**config.mk**
```make
export PLATFORM = sky130hd
export DESIGN_NAME = prio_enc_pipe
export DESIGN_NICKNAME = d
export VERILOG_FILES = /design/src/rtl/prio_enc_pipe.sv
export SDC_FILE = /design/constraint.sdc
export NUM_CORES = 1
export LEC_CHECK = 0
export BUFFER_PORTS_ARGS = -buffer_cell sky130_fd_sc_hd__buf_2
export CORE_AREA = 5 5 42 44
export DETAILED_ROUTE_END_ITERATION = 8
export DIE_AREA = 0 0 47 49
export GPL_TIMING_DRIVEN = 1
export PLACE_DENSITY_LB_ADDON = 0.3
export SLEW_MARGIN = 30
export SYNTH_ARGS = -nofsm -noshare
export SYNTH_HDL_FRONTEND = slang
export SYNTH_SLANG_ARGS = --single-unit
```
**constraint.sdc**
```tcl
create_clock -name clk -period 1.2 [get_ports clk]
set_input_delay 0.12 -clock clk [delete_from_list [all_inputs] [get_ports clk]]
set_output_delay 0.12 -clock clk [all_outputs]
set_load 0.03 [all_outputs]
```
**src/rtl/prio_enc_pipe.sv**
```systemverilog
//=============================================================================
// Module      : prio_enc_pipe
// Description : Priority encoder with one-stage valid/ready output register.
//               The highest-index set bit of din wins by default. Defining
//               the macro PRIO_ENC_RR_EN selects rotating (round-robin)
//               priority, where the search starts at a pointer that moves
//               to just below the last winner.
// Revision    : 1.0 - initial release
//=============================================================================
`default_nettype none

module prio_enc_pipe #(
   parameter int WIDTH = 8,
   parameter int IDXW  = $clog2(WIDTH)
) (
   input  logic             clk,
   input  logic             rst_n,
   input  logic             en,
   input  logic [WIDTH-1:0] din,
   input  logic             in_valid,
   output logic             in_ready,
   output logic [IDXW-1:0]  out_idx,
   output logic             out_found,
   output logic             out_valid,
   input  logic             out_ready
);

   typedef enum logic [0:0] {
      EMPTY = 1'b0,
      FULL  = 1'b1
   } state_t;

   state_t            state_q;
   logic [IDXW-1:0]   out_idx_q;
   logic              out_found_q;

   logic [IDXW-1:0]   win_idx_d;
   logic              win_any_d;
   logic              found_d;
   logic [IDXW-1:0]   idx_d;
   logic              accept_w;

   // Handshake: a slot is free when nothing is held or the holder is leaving
   assign out_valid = (state_q == FULL);
   assign in_ready  = !out_valid || out_ready;
   assign accept_w  = in_valid && in_ready;
   assign out_idx   = out_idx_q;
   assign out_found = out_found_q;

`ifdef PRIO_ENC_RR_EN
   logic [IDXW-1:0]   ptr_q;
   logic [IDXW-1:0]   rr_pos_d;

   // Rotating search: visit ptr, ptr-1, ... wrapping; later hits in the loop
   // have higher priority, so the loop runs from lowest to highest priority
   always_comb begin
      win_idx_d = '0;
      win_any_d = 1'b0;
      rr_pos_d  = '0;
      for (int j = WIDTH - 1; j >= 0; j--) begin
         rr_pos_d = IDXW'((int'(ptr_q) + WIDTH - j) % WIDTH);
         if (din[rr_pos_d]) begin
            win_idx_d = rr_pos_d;
            win_any_d = 1'b1;
         end
      end
   end
`else
   // Fixed search: the highest-index set bit overrides lower ones
   always_comb begin
      win_idx_d = '0;
      win_any_d = 1'b0;
      for (int i = 0; i < WIDTH; i++) begin
         if (din[i]) begin
            win_idx_d = IDXW'(i);
            win_any_d = 1'b1;
         end
      end
   end
`endif

   // A disabled or empty request reports index 0 with found cleared
   always_comb begin
      found_d = en && win_any_d;
      idx_d   = found_d ? win_idx_d : '0;
   end

   // Output stage state, result register and (optionally) rotation pointer
   always_ff @(posedge clk or negedge rst_n) begin
      if (!rst_n) begin
         state_q     <= EMPTY;
         out_idx_q   <= '0;
         out_found_q <= 1'b0;
`ifdef PRIO_ENC_RR_EN
         ptr_q       <= IDXW'(WIDTH - 1);
`endif
      end else begin
         if (accept_w) begin
            state_q     <= FULL;
            out_idx_q   <= idx_d;
            out_found_q <= found_d;
`ifdef PRIO_ENC_RR_EN
            if (found_d) begin
               ptr_q <= (win_idx_d == '0) ? IDXW'(WIDTH - 1) : (win_idx_d - 1'b1);
            end
`endif
         end else if (out_ready) begin
            // Transfer without a new accept empties the stage; data is kept
            state_q <= EMPTY;
         end
      end
   end

endmodule

`default_nettype wire

```
==> results of run 1 <==
## cells by family after synthesis
logic type / count (synthesis) / share of synthesized area (%)
DFF: 5 / 51.3
AOI/OAI and AO/OA: 8 / 20.5
and+or+nand+nor: 11 / 25.1
buffers and inverters: 2 / 3.08
## per-stage QoR
stage / hold WS (ns) / util, %
after detailed placement: -0.0591 / 25.4
after floorplan: -0.176 / -
final: 0.105 / 27.9
after CTS: 0.0950 / 27.9
after global routing: 0.115 / 27.9
after global placement: -0.0596 / 25.4
## where the power goes
group | leakage, µW | internal [µW] | switching, µW
sequential | 0.0000599 | 190 | 10.5
combinational | 0.000129 | 49.8 | 87.3
clock | 0.0000150 | 126 | 67.1
## Yosys cell counts
library cell | count | area (µm²)
a21o_1 | 1 | 7.51
nor4_2 | 1 | 12.5
nand2_1 | 3 | 11.3
o21ai_0 | 2 | 10.0
o31ai_1 | 1 | 7.51
dfrtp_1 | 5 | 125
nor2_1 | 2 | 7.51
a21oi_1 | 2 | 10.0
nand3_1 | 1 | 5.00
nand2b_1 | 1 | 6.26
inv_1 | 2 | 7.51
nor3_1 | 2 | 10.0
a22o_1 | 1 | 8.76
nand2b_2 | 1 | 8.76
a31oi_1 | 1 | 6.26
## final timing paths
| path | to | cells past startpoint | slack, ns |
|---|---|---|---|
| setup / recovery | in_ready | 2 | 0.16 |
| hold / removal | out_valid | 2 | 0.10 |
| setup reg to reg | out_idx[0] | 4 | 0.16 |
| hold reg to reg | out_idx[1] | 2 | 0.49 |
| max in group asynchronous | out_valid | 2 | 0.83 |
| min in group asynchronous | out_idx[0] | 2 | 0.22 |
## sequential cells by signal, summed over array words and instances (netlist names)
signal,cells
out_found,1
out_idx,3
out_valid,1
## layer usage
metal | vias up | GRT usage (%) | wire length, µm
met4 | 0 | 4.15 | 0
met2 | 17 | 8.37 | 231
met5 | - | 0 | 0
li1 | 138 | - | -
met3 | 0 | 4.06 | 131
met1 | 121 | 8.69 | 279
## cell type report
cell class	count	area share (%)
clock buffer	4	6.71
inverter	2	1.92
tap	16	5.11
timing repair buffer	19	25.6
sequential	5	32.3
multi-input combinational	19	28.4
==> results.txt, run 1 <==
- Data arrival at the endpoint of the critical path: 0.92 ns
- Final design area excluding fillers: 392 µm²
- Total CTS buffers: 3
* Worst slack after detailed placement: 0.135 ns
- Final setup fails: 0
- After clock tree synthesis, the clock-pin slew on the worst setup and hold paths is 0.04 ns.
* Yosys synthesis warning count: 0
- Remaining antenna violation count: 0
* Final Cycle Share: 86.9%
- Vias in the first global route: 294
- After detailed routing, the number of vias per cell comes to 4.25.
- Final wirelength: 641 µm
* Final worst setup slack: 0.157 ns
- Across all layers, the routed design uses 276 vias.
- Synthesized area per cell: 9.38 µm²
- Maximum ir drop on the vdd rail: 0.000339 V
- In the layout the commonest cells are buf_2, dfrtp_1, nand2_1, clkbuf_4.
- Global routing used 6.79% of the available tracks across all layers.
* Buf/Inv on CP: 1
- Setup repair after global routing left no endpoint under its margin.
- Once the floorplan was initialized, standard cells occupied 17.4% of the core.
- Filler-free cell count of the finished design: 65
- For this design, the sink count on the clock tree is 5.
- Post-synthesis register bit count: 5
* # resized after CTS: 0
- Half-perimeter wire length after detailed placement: 573 µm
* Source of the critical timing path: out_valid
- Worst min-delay path category: in2reg
- At the end of routability-driven placement, the weighted congestion stood at 0.679.
- DIE AREA: 2300 µm²
- The clock passes through at most 2 buffers.
- Max Fanout on Critical Path: 4
- The first global-routing pass estimated 1110 µm of wire.
* Area of the mapped netlist: 244 µm²
* Number of buffers added for setup after CTS: 0
- Sequential element share of the synthesized area: 51.3%
- Distinct cell type count of the synthesized netlist: 15
* Most frequent standard cell in the layout excluding fill and tap cells: buf_2
* Share of cells above drive strength 1: 49.0%
* Number of instances in the synthesized netlist: 26
* Layout fillers: 167
* Crit Path Class: reg2out
- Maximum number of pins on one net before global-route repair: 6
- Achievable clock frequency: 959 MHz
- Slew at the pin closest to its max-slew limit: 0.254 ns
- Cell count after placement: 60
- Max-cap violations in this run came to 0.
- In this run the vertical extent of the chip is 49 µm.
- Post-layout minimum cycle time: 1.04 ns
* Final number of hold-violating endpoints: 0
* Total congestion overflow after global routing: 0
- Area of the multi-input gates: 111 µm²
- Walking the worst path, the cells encountered are nand2b_2, buf_2.
- The floorplan step set the die width to 47 µm.
* Clock latency of the later-clocked register in the worst-skew pair: 0.24 ns
- 19 I/O pins were placed.
* TritonCTS clock tree: built
* Leak Pwr: 0.000204 µW
* Remaining routing DRC violations: 0
- Registers take 126 µm².
- Root cell of the clock tree: clkbuf_4
* Crit path launch type: register
* Worst slew margin relative to its limit: 82.9%
- When the netlist entered floorplanning its net count stood at 39.
- The initial antenna violation count is 0.
- After the last flow step, the layout net total stands at 63.
- Growth of design area from synthesis to finish: 60.5%
* HP Start: in_valid
* Origin of the critical flop-to-flop path: out_valid
- The placed instances occupy a cell area of 355 µm².
- Buffers placed on the I/O ports in this run total 18.
* CP max stage delay: 0.40 ns
* Final setup TNS: 0 ns
* Final number of max-transition violations: 0
- Power spread over the standard cell area amounts to 1350 nW/µm².
- Number of DRC markers after the initial detailed-route iteration: 2
- The number of antenna diodes in the final layout is 0.
- On the critical path the largest part of the delay comes from flip-flops.
* Drt first pass iters: 2
* Deepest level of the CTS H-tree: 1
- Across the routed clock network, the largest skew measured is 0.00667 ns.
* Outcome: completed
- Slowest cell on the critical path: dfrtp_2
- Rows: 14
- Kind of end point of the critical path: output pin
* Required time of the worst setup path: 1.08 ns
* Core Box Area: 1400 µm²
* Count of hold-fix buffers inserted at cts: 1
- Routed WL per cell: 9.86 µm
- Post-route total power: 530 µW
(Power assumes the default switching activity.)
==> inputs of run 2 (changes only) <==
--- a/config.mk
+++ b/config.mk
@@ -11,6 +11,7 @@
 export DIE_AREA = 0 0 47 49
 export GPL_TIMING_DRIVEN = 1
 export PLACE_DENSITY_LB_ADDON = 0.3
+export SKIP_LAST_GASP = 1
 export SLEW_MARGIN = 30
 export SYNTH_ARGS = -nofsm -noshare
 export SYNTH_HDL_FRONTEND = slang
==> constraint.sdc (replaced) <==
create_clock -name clk -period 1.3 [get_ports clk]
set_input_delay 0.13 -clock clk [delete_from_list [all_inputs] [get_ports clk]]
set_output_delay 0.13 -clock clk [all_outputs]
set_load 0.03 [all_outputs]
==> run 2 against run 1 <==
Register-to-register slack gained 0.12 ns. Die area is the same. Non-clock buffer count is the same. Count of clock-buffer cells in the layout is the same.
==> results.txt, run 2 (synthesized netlist as in run 1, its figures left out) <==
* Outcome: completed
* Core Box Area: 1400 µm²
* Relative contribution of the clock network to total power: 35.8%
- Global-route wire length before repair: 972 µm
- Of the cells placed in the final design, the portion with a size suffix greater than 1 is 46.9%.
- IR analysis of the VDD net gives a maximum drop of 0.000219 V.
* Highest-count cells in the layout ignoring fill and taps: buf_2, dfrtp_1, nand2_1, clkbuf_4
- Worst min-delay path category: in2reg
- Remaining antenna violation count: 0
* Sink count of the clock tree: 5
* Crit path launch type: register
- Die W: 47 µm
* DIE AREA: 2300 µm²
- Length in cells of the worst reg-to-reg path: 4
* Largest register FFs: 3
- In this run the tool buffered the top-level ports with 18 buffer cells.
- Power per unit of standard cell area: 1240 nW/µm²
- For the pin with the worst max-slew slack, the measured transition is 0.222 ns.
- Setup repair after global routing left no endpoint under its margin.
- The final number of max-transition violations came to 0.
- Summed over all layers, the global routing overflow is 0.
* Portion of total power attributed to combinational logic: 26.0%
- Entering global routing, the biggest net connects 6 pins.
* Achievable clock frequency: 968 MHz
- HP Start: in_valid
* Final number of hold-violating endpoints: 0
* Clock-pin slew reported for the worst setup and hold paths after clock tree synthesis: 0.04 ns
* Via-per-instance ratio: 4.02
- After detailed placement, the design holds a cell count of 60.
* CP max stage delay: 0.37 ns
* Total track usage: 6.14%
- The cell sitting at the root of the clock tree is a clkbuf_4.
* Post-route total power: 484 µW
* Worst Hold Endpoint: out_valid
* Drt first pass iters: 2
* Final setup TNS: 0 ns
- In this run, the number of DRC markers left after iteration 0 of detailed routing was 2.
* Final Cycle Share: 79.4%
* Worst reg2reg setup slack: 0.28 ns
* Initial antenna violation count: 0
- Post-layout minimum cycle time: 1.03 ns
- Final setup fails: 0
* Required time of the worst setup path: 1.17 ns
- Leak Pwr: 0.000205 µW
* Deepest level of the CTS H-tree: 1
- # Max-Cap Violations: 0
- Vias in the first global route: 263
* Number of buffers added for setup after CTS: 0
- In this run the power spent charging and discharging nets is 148 µW.
- Cells along the critical path: nand2b_2, buf_2
* I/O Pins: 19
* Final wirelength: 641 µm
- The worst register-to-register path ends at out_idx[0].
* Kind of end point of the critical path: output pin
- The routed layout has 261 vias.
* Final clock skew: 0.000893 ns
* Layout Nets: 63
* Worst slew margin relative to its limit: 85.1%
- The floorplan step set the die height to 49 µm.
* Filler-free cell count of the finished design: 65
* Remaining routing DRC violations: 0
- Slowest cell on the critical path: dfrtp_1
- The HPWL after detailed placement is 564 µm.
* Data arrival at the endpoint of the critical path: 0.90 ns
- Starting Density: 17.4%
- Clock latency on the worst-skew pair, taken at its later pin, is 0.24 ns.
- TritonCTS built the clock tree.
- The number of antenna diodes in the final layout is 0.
- At the end of routability-driven placement, the weighted congestion stood at 0.697.
* Internal portion of total power: 337 µW
* Growth of design area from synthesis to finish: 60.0%
- Of all nets on the critical path, the largest fanout is 4.
- The clock passes through at most 2 buffers.
- Rows: 14
* Fraction of power spent switching nets: 30.5%
- After detailed routing, the average wire length per cell comes to 9.86 µm.
- Proportion of power drawn by flip-flops and latches: 38.1%
* Hold-critical path depth: 2
- In this run the critical register-to-register path is launched from out_valid.
- Counting the buffers created by CTS gives 3.
* Most frequent standard cell in the layout excluding fill and tap cells: buf_2
* Crit Path Class: reg2out
## run 2: cell counts in the layout (fill, tap and decap cells not counted)
Identical to the previous run, type by type.
## run 2: critical path, delay by kind of cell (launching register included)
kind | cells | cell delay, ns
flip-flops | 1 | 0.37
buffers and inverters | 1 | 0.20
AND/OR/NAND/NOR | 1 | 0.09
## run 2: metrics by stage
stage	cell area, µm²	util [%]	hold WS [ns]	setup WS (ns)
after detailed placement	354	25.3	-0.0477	0.276
after global routing	390	27.9	0.118	0.205
after global placement	354	25.3	-0.0483	0.304
after CTS	390	27.9	0.105	0.250
after floorplan	244	-	-0.166	0.0696
final	390	27.9	0.113	0.267
## run 2: how the worst max path moves through the flow
stage	to	slack, ns	from
floorplan	out_idx[0]	0.07	out_valid
global route	out_idx[0]	0.21	out_valid
finish	in_ready	0.27	out_valid
detailed placement	out_idx[0]	0.28	out_valid
CTS	in_ready	0.25	out_valid
global placement	out_idx[0]	0.30	din[7]
## run 2: layout make-up
type | instances | area [µm²]
flip-flops and latches | 5 | 125
fillers | 160 | 1010
repair buffers | 19 | 100
multi-input cells | 19 | 111
well taps | 16 | 20.0
inverters | 2 | 7.51
clock buffers | 4 | 26.3
## run 2: power by group through the flow
| stage | clock [µW] | combinational, µW | sequential, µW |
|---|---|---|---|
| 2_1_floorplan | 0 | 34.1 | 225 |
| 3_3_place_gp | 0 | 126 | 188 |
| 3_5_place_dp | 0 | 126 | 188 |
| 4_1_cts | 184 | 128 | 185 |
| 5_1_grt | 191 | 138 | 187 |
| 6_report | 174 | 126 | 185 |
## run 2: timing repair
action / in CTS / in global routing
hold buffers: 1 / 0
hold endpoints to repair: 5 / 0
gates resized for setup: 0 / 0
## run 2: routing by layer
metal | vias to the layer above | GRT usage [%] | share of wire (%)
met2 | 18 | 6.79 | 35
met3 | 2 | 2.21 | 18
li1 | 138 | - | -
met4 | 0 | 5.53 | 0.62
met5 | - | 0 | 0
met1 | 103 | 8.65 | 46
